[src/rtl/packet_xor_recover.sv]
// packet_xor_recover: XOR-accumulates k_num packets to rebuild one erased packet; PACKET_XOR_RECOVER_CHECK_EN adds out_zero.
// Latency: out_valid the cycle after the last accepted beat; backpressure: in_ready only in ACCUM, out_packet held until out_ready.
module packet_xor_recover #(
  parameter int K_MAX         = 128,
  parameter int W             = 4,
  parameter int PACKET_LENGTH = 2,
  parameter int CNT_W         = $clog2(K_MAX + 1)
) (
  input  logic                                 clk,
  input  logic                                 rst_n,
  input  logic                                 start,
  input  logic [CNT_W-1:0]                     k_num,
  input  logic                                 in_valid,
  output logic                                 in_ready,
  input  logic [0:W-1][PACKET_LENGTH-1:0]      in_packet,
  output logic                                 out_valid,
  input  logic                                 out_ready,
  output logic [0:W-1][PACKET_LENGTH-1:0]      out_packet,
  output logic                                 busy,
`ifdef PACKET_XOR_RECOVER_CHECK_EN
  output logic                                 out_zero,
`endif
  output logic                                 err
);

  localparam logic [CNT_W-1:0] K_MAX_C = CNT_W'(K_MAX);
  localparam logic [CNT_W-1:0] ONE_C   = CNT_W'(1);

  typedef enum logic [1:0] {
    IDLE  = 2'd0,
    ACCUM = 2'd1,
    OUT   = 2'd2
  } state_t;

  state_t                           state;
  state_t                           state_nxt;
  logic [CNT_W-1:0]                 remain;
  logic [0:W-1][PACKET_LENGTH-1:0]  acc;
  logic                             err_q;
  logic                             k_ok;
  logic                             start_ok;
  logic                             start_bad;
  logic                             in_fire;

  assign k_ok      = (k_num != '0) && (k_num <= K_MAX_C);
  assign start_ok  = (state == IDLE) && start && k_ok;
  assign start_bad = (state == IDLE) && start && !k_ok;
  assign in_fire   = in_valid && in_ready;

  always_ff @(posedge clk) begin
    if (!rst_n) begin
      state <= IDLE;
    end else begin
      state <= state_nxt;
    end
  end

  // Handshake outputs decode only the state register, so no in_* -> out_* path.
  always_comb begin
    state_nxt = state;
    in_ready  = 1'b0;
    out_valid = 1'b0;
    busy      = 1'b1;
    case (state)
      IDLE: begin
        busy = 1'b0;
        if (start_ok) begin
          state_nxt = ACCUM;
        end
      end
      ACCUM: begin
        in_ready = 1'b1;
        if (in_valid && (remain == ONE_C)) begin
          state_nxt = OUT;
        end
      end
      OUT: begin
        out_valid = 1'b1;
        if (out_ready) begin
          state_nxt = IDLE;
        end
      end
      default: begin
        state_nxt = IDLE;
      end
    endcase
  end

  always_ff @(posedge clk) begin
    if (!rst_n) begin
      acc    <= '0;
      remain <= '0;
      err_q  <= 1'b0;
    end else begin
      err_q <= start_bad;
      if (start_ok) begin
        acc    <= '0;
        remain <= k_num;
      end else if (in_fire) begin
        for (int w = 0; w < W; w++) begin
          acc[w] <= acc[w] ^ in_packet[w];
        end
        remain <= remain - ONE_C;
      end
    end
  end

  assign out_packet = acc;
  assign err        = err_q;

`ifdef PACKET_XOR_RECOVER_CHECK_EN
  assign out_zero = out_valid && (acc == '0);
`endif

endmodule

[config.mk]
export PLATFORM = sky130hd
export DESIGN_NAME = packet_xor_recover
export DESIGN_NICKNAME = d
export VERILOG_FILES = /design/src/rtl/packet_xor_recover.sv
export SDC_FILE = /design/constraint.sdc
export NUM_CORES = 1
export LEC_CHECK = 0
export CAP_MARGIN = 20
export CORE_AREA = 2 2 53 55
export CTS_CLUSTER_DIAMETER = 60
export CTS_CLUSTER_SIZE = 28
export DETAILED_ROUTE_END_ITERATION = 10
export DIE_AREA = 0 0 55 57
export PLACE_DENSITY = 0.7
export SLEW_MARGIN = 40
export SYNTH_ARGS = -nofsm -noshare
export SYNTH_HDL_FRONTEND = slang
export SYNTH_SLANG_ARGS = --single-unit
[constraint.sdc]
create_clock -name clk -period 2.3 [get_ports clk]
set_input_delay 0.345 -clock clk [delete_from_list [all_inputs] [get_ports clk]]
set_output_delay 0.345 -clock clk [all_outputs]
set_load 0.02 [all_outputs]
==> impl_metrics.csv, run 1 <==
group,metric,value,unit
critical_path,cp_max_fo,5,
sta,drv_slew,0,
final_layout,fill_cells,260,
logic_synthesis,seq_area_frac_synth,38.0,%
cts,cts_tree,"yes",
routing,dr.pass1.iters,4,
final_layout,area_delta_synth_final,38.3,%
sta,worst_slew_pin_slew,0.398,ns
routing,dr_total_vias,908,
placed_design,dp_slack,0.141,ns
placed_design,gp_congestion,0.805,
cts,ctsHoldBuffers,0,
global_route,overflow,0,
logic_synthesis,synth-edff-count,0,
critical_path,crit_path_start_kind,"flip-flop",
critical_path,critPathKind,"flip-flop to output pin",
sta,hold_ws,0.495,ns
placed_design,dpl.cell_count,175,
cts,cts_resized,0,
floorplanning,die_w,55,um
sta,finalSetupTns,0,ns
critical_path,required,1.96,ns
routing,drt_iter0_markers,16,
power_and_ir_drop,p_leak,0.520,nW
logic_synthesis,synth.most_common_cell,"dfxtp_1",
cts,worstSkewPairLatency,0.28,ns
logic_synthesis,synthArstFlopShare,0,%
routing,routed_wl,2180,um
floorplanning,start_util,38.2,%
cts,clkTransAtPathRegs,0.10,ns
placed_design,port_buffers,32,
power_and_ir_drop,vdd_drop_max,0.327,mV
critical_path,path_cells,"and2b_1 -> clkdlybuf4s50_1",
min_path,hold_path.class,"flip-flop to flip-flop",
logic_synthesis,yosysWarnings,0,
logic_synthesis,syn_area,1000,um2
critical_path,cp-end-kind,"output pin",
routing,ant_nets,0,
cts,postCtsSetupRepairBufs,0,
final_layout,antenna_cells,0,
placed_design,post_dp_cell_area,0.00136,mm2
sta,rsz0062_at_grt,"no",
logic_synthesis,synth_top_cells_by_count,"19 x dfxtp_1, 16 x nand2_1, 12 x nor2_1",
critical_path,worst_path_max_delay_cell,"clkdlybuf4s50_1",
floorplanning,pin_count,33,
sta,fin_skew,0.00315,ns
sta,hold_viol,0,
final_layout,drive_gt1_share,10.8,%
logic_synthesis,synthTopCellsByArea,"dfxtp_1 38%, xor2_1 7.0%, nand2_1 6.0%, nor2_1 4.5%, a22o_1 3.5%",
final_layout,fin_cells,179,
outcome,status,"completed",
logic_synthesis,ys_seq_elements,19,
placed_design,hpwl,1660,um
global_route,antenna_found_initial,0,
floorplanning,die_area,0.00314,mm2
cts,cts_made_buffers,3,
floorplanning,fp.coreArea,0.00262,mm2
cts,cts.sinks,19,
sta,fmax,518,MHz
logic_synthesis,synth_largest_area_cell,"dfxtp_1",
cts,cts.htree.levels,1,
global_route,grt_pass1_vias,871,
global_route,grtUsageTotal,15.0,%
routing,drc_errors,0,
global_route,grt_pass1_wl,3550,um
cts,root_buffer,"clkbuf_4",
sta,relSlewSlack,73.3,%
logic_synthesis,netlist_instances,113,
logic_synthesis,synthesis.nets,136,
logic_synthesis,synth.avg_cell_area,8.85,um2
critical_path,max_stage_delay,0.63,ns
cts,cts_buffer_depth,2,
routing,avgRoutedWirePerCell,12.2,um
floorplanning,die_y,57,um
routing,via_per_inst,5.07,
sta,layout_min_cycle_time,1.93,ns
final_layout,final_area,0.00138,mm2
logic_synthesis,ys_types,36,
critical_path,cp_data_arrival_time,1.58,ns
sta,setup_slack,0.370,ns
sta,setup_viol,0,
floorplanning,rows,19,
power_and_ir_drop,power_density,536,mW/mm2
logic_synthesis,synth-main-ff-cell,"dfxtp_1",
sta,finalCritPeriodShare,83.9,%
run,max_cap_viol_count,0,
global_route,grt_max_degree,13,
final_layout,nets,172,
logic_synthesis,synth_top_area_share,38.0,%
## power by group
part           total, mW  leakage, nW  switching (mW)  internal [mW]
registers          0.369        0.155          0.0201          0.349
logic              0.211        0.350          0.0968          0.115
clock network      0.160       0.0150          0.0930         0.0672
total              0.741        0.520           0.210          0.531
## cell families after synthesis
group	count (synthesis)	share of synthesized area, %
compound gates	23	17.5
xor+xnor	11	9.64
fa+ha+maj	2	2.50
buf+inv	6	3.25
flops	19	38.0
simple gates	52	29.0
## metal layers
layer | GRT usage [%] | routed length [um]
met2 | 27.0 | 1000
met3 | 3.14 | 156
met5 | 0 | 0
met4 | 2.09 | 7
met1 | 18.1 | 1010
## per-stage QoR
step,util [%],total power [mW]
finish,52.9,0.741
global route,52.9,0.790
CTS,52.9,0.748
detailed placement,51.9,0.586
global placement,51.9,0.583
floorplan,-,0.502
## cell type report
type                    instances  area, um2  area share [%]
well taps                      31       38.8            2.81
clock buffers                   4       26.3            1.90
multi-input cells              88        587            42.4
repair buffers                 35        343            24.8
inverters                       2       7.51           0.543
flip-flops and latches         19        380            27.5
## critical path, delay by kind of cell, from the launching register on
family / cells / cell delay, ns
buffers and inverters: 1 / 0.63
flip-flops: 1 / 0.45
AND/OR/NAND/NOR: 1 / 0.22
## registers in the layout, indices dropped and copies added (netlist names)
| register | count |
|---|---|
| state | 2 |
| remain | 8 |
| out_packet | 8 |
| err | 1 |
## final timing paths
path | startpoint | to | slack, ns | cells past startpoint
worst max-delay path | state[0] | in_ready | 0.37 | 2
worst min register to register | remain[5] | remain[5] | 0.50 | 1
worst max register to register | remain[3] | state[0] | 0.62 | 4
worst min-delay path | remain[5] | remain[5] | 0.50 | 1
## placed cells by master (no fill, tap or decap), types with 2 or more instances in the layout
cell             netlist  layout
xor2_1                 8       8
clkdlybuf4s50_1        0      32
o21ai_0                5       5
a22o_1                 4       4
o22ai_1                3       3
buf_4                  0       3
nor3_1                 5       5
a22o_2                 2       2
clkbuf_4               0       3
dfxtp_1               19      19
xnor2_1                3       3
nand2_1               16      16
nor2b_1                4       4
or3_1                  2       2
a21boi_0               3       3
ha_1                   2       2
nor2_1                12      12
nand3_1                2       2
inv_1                  2       2
No activity file was read; power rests on OpenSTA's default activity.
==> run 2, diff against run 1 <==
==> constraint.sdc (replaced) <==
create_clock -name clk -period 1.9 [get_ports clk]
set_input_delay 0.285 -clock clk [delete_from_list [all_inputs] [get_ports clk]]
set_output_delay 0.285 -clock clk [all_outputs]
set_load 0.02 [all_outputs]
==> impl_metrics.csv, run 2 (synthesis results as in run 1) <==
group,metric,value,unit
sta,worst_slew_pin_slew,0.348,ns
power_and_ir_drop,power.switching,0.270,mW
power_and_ir_drop,power.internal,0.645,mW
routing,routed_wl,2310,um
final_layout,fin_cells,185,
final_layout,final_area,0.00143,mm2
global_route,grt_max_degree,13,
floorplanning,fp.coreArea,0.00262,mm2
sta,fmax,554,MHz
global_route,antenna_found_initial,0,
placed_design,dp_slack,-0.107,ns
cts,cts.sinks,19,
sta,finalSetupTns,0,ns
sta,setup_viol,0,
final_layout,area_delta_synth_final,43.4,%
global_route,busiest_layer,"met2",
floorplanning,die_w,55,um
routing,dr_total_vias,954,
power_and_ir_drop,power.share.combinational,28.8,%
min_path,hold_end,"remain[7]",
sta,hold_viol,0,
placed_design,gp_congestion,0.836,
sta,fin_skew,0.00183,ns
final_layout,seq_area,380,um2
sta,setup_slack,0.0940,ns
critical_path,r2r_start,"state[1]",
power_and_ir_drop,p_leak,0.586,nW
power_and_ir_drop,p_clk_share,22.2,%
sta,hold_ws,0.500,ns
sta,rsz0062_at_grt,"no",
cts,ctsHoldBuffers,0,
final_layout,final_core_util,54.8,%
global_route,grt_use_met1,18.5,%
critical_path,reg2reg_depth,5,
global_route,grtUsageMet3,3.14,%
outcome,status,"completed",
routing,via_per_inst,5.16,
global_route,grtUsageMet2,27.2,%
cts,cts_tree,"yes",
floorplanning,pin_count,33,
routing,avgRoutedWirePerCell,12.5,um
critical_path,crit_path_start_kind,"flip-flop",
placed_design,dpl.cell_count,181,
power_and_ir_drop,power_density,638,mW/mm2
cts,cts.htree.levels,1,
placed_design,port_buffers,32,
run,max_cap_viol_count,0,
routing,drt_iter0_markers,7,
critical_path,cp_max_fo,5,
critical_path,required,1.62,ns
min_path,min-delay-start,"remain[7]",
final_layout,mostFrequentLayoutCells,"30 x clkdlybuf4s50_1, 19 x dfxtp_1, 16 x nand2_1, 12 x nor2_1, 9 x buf_4",
floorplanning,die_y,57,um
power_and_ir_drop,seq_power_share,49.0,%
global_route,grtUsageTotal,16.2,%
power_and_ir_drop,swShare,29.5,%
routing,drc_errors,0,
critical_path,cp-end-kind,"output pin",
routing,dr.pass1.iters,4,
cts,cts_buffer_depth,2,
critical_path,ff2ff_setup_slack,0.21,ns
final_layout,fill_cells,263,
min_path,whs_path_depth,1,
global_route,grt_pass1_wl,3820,um
cts,root_buffer,"clkbuf_4",
cts,clkTransAtPathRegs,0.11,ns
cts,worstSkewPairLatency,0.30,ns
power_and_ir_drop,vdd_drop_max,0.424,mV
placed_design,hpwl,1840,um
min_path,hold_path.class,"flip-flop to flip-flop",
floorplanning,die_area,0.00314,mm2
power_and_ir_drop,power,0.915,mW
floorplanning,rows,19,
routing,ant_nets,0,
critical_path,cp_data_arrival_time,1.52,ns
final_layout,final_common_cell,"clkdlybuf4s50_1",
placed_design,post_dp_cell_area,0.00140,mm2
global_route,overflow,0,
final_layout,antenna_cells,0,
final_layout,multi_input_area,587,um2
final_layout,nets,178,
cts,cts_made_buffers,3,
critical_path,critPathKind,"flip-flop to output pin",
critical_path,rr_endpoint,"remain[0]",
sta,finalCritPeriodShare,95.1,%
sta,drv_slew,0,
sta,relSlewSlack,76.8,%
sta,layout_min_cycle_time,1.81,ns
floorplanning,start_util,38.2,%
global_route,grt_pass1_vias,975,
final_layout,drive_gt1_share,14.9,%
[run 2: layer usage]
| layer | up-vias | wire (um) |
|---|---|---|
| met4 | 0 | 106 |
| met3 | 12 | 176 |
| met1 | 420 | 992 |
| met2 | 43 | 1040 |
| met5 | - | 0 |
| li1 | 479 | - |
[run 2: power by group through the flow]
stage / registers (mW) / logic, mW / clock network (mW)
detailed placement: 0.456 / 0.263 / 0
global route: 0.452 / 0.289 / 0.225
finish: 0.448 / 0.264 / 0.203
CTS: 0.448 / 0.266 / 0.214
global placement: 0.456 / 0.260 / 0
floorplan: 0.458 / 0.150 / 0
[run 2: cell type report]
cell class                 count  share of cell area (%)
multi-input combinational     88                    40.9
timing repair buffer          41                    27.4
sequential                    19                    26.5
tap                           31                    2.71
clock buffer                   3                    1.57
inverter                       2                   0.524
clock inverter                 1                   0.349
[run 2: how the worst max path moves through the flow]
stage	startpoint	end	slack, ns	cells after the start
detailed placement	k_num[3]	remain[5]	-0.11	6
global placement	k_num[3]	remain[2]	-0.05	6
floorplan	state[1]	remain[5]	0.26	6
finish	state[1]	busy	0.09	2
global route	state[1]	busy	0.05	2
CTS	state[0]	in_ready	0.005	2
[run 2: repair_timing]
item,CTS,global route
resized for setup,0,2
buffers inserted,0,0
endpoints found under the setup margin,0,2
[run 2: worst max-delay path: stages (launching register included)]
cell and delay, ns:
dfxtp_1 0.38, or2_2 0.31, clkdlybuf4s50_1 0.54
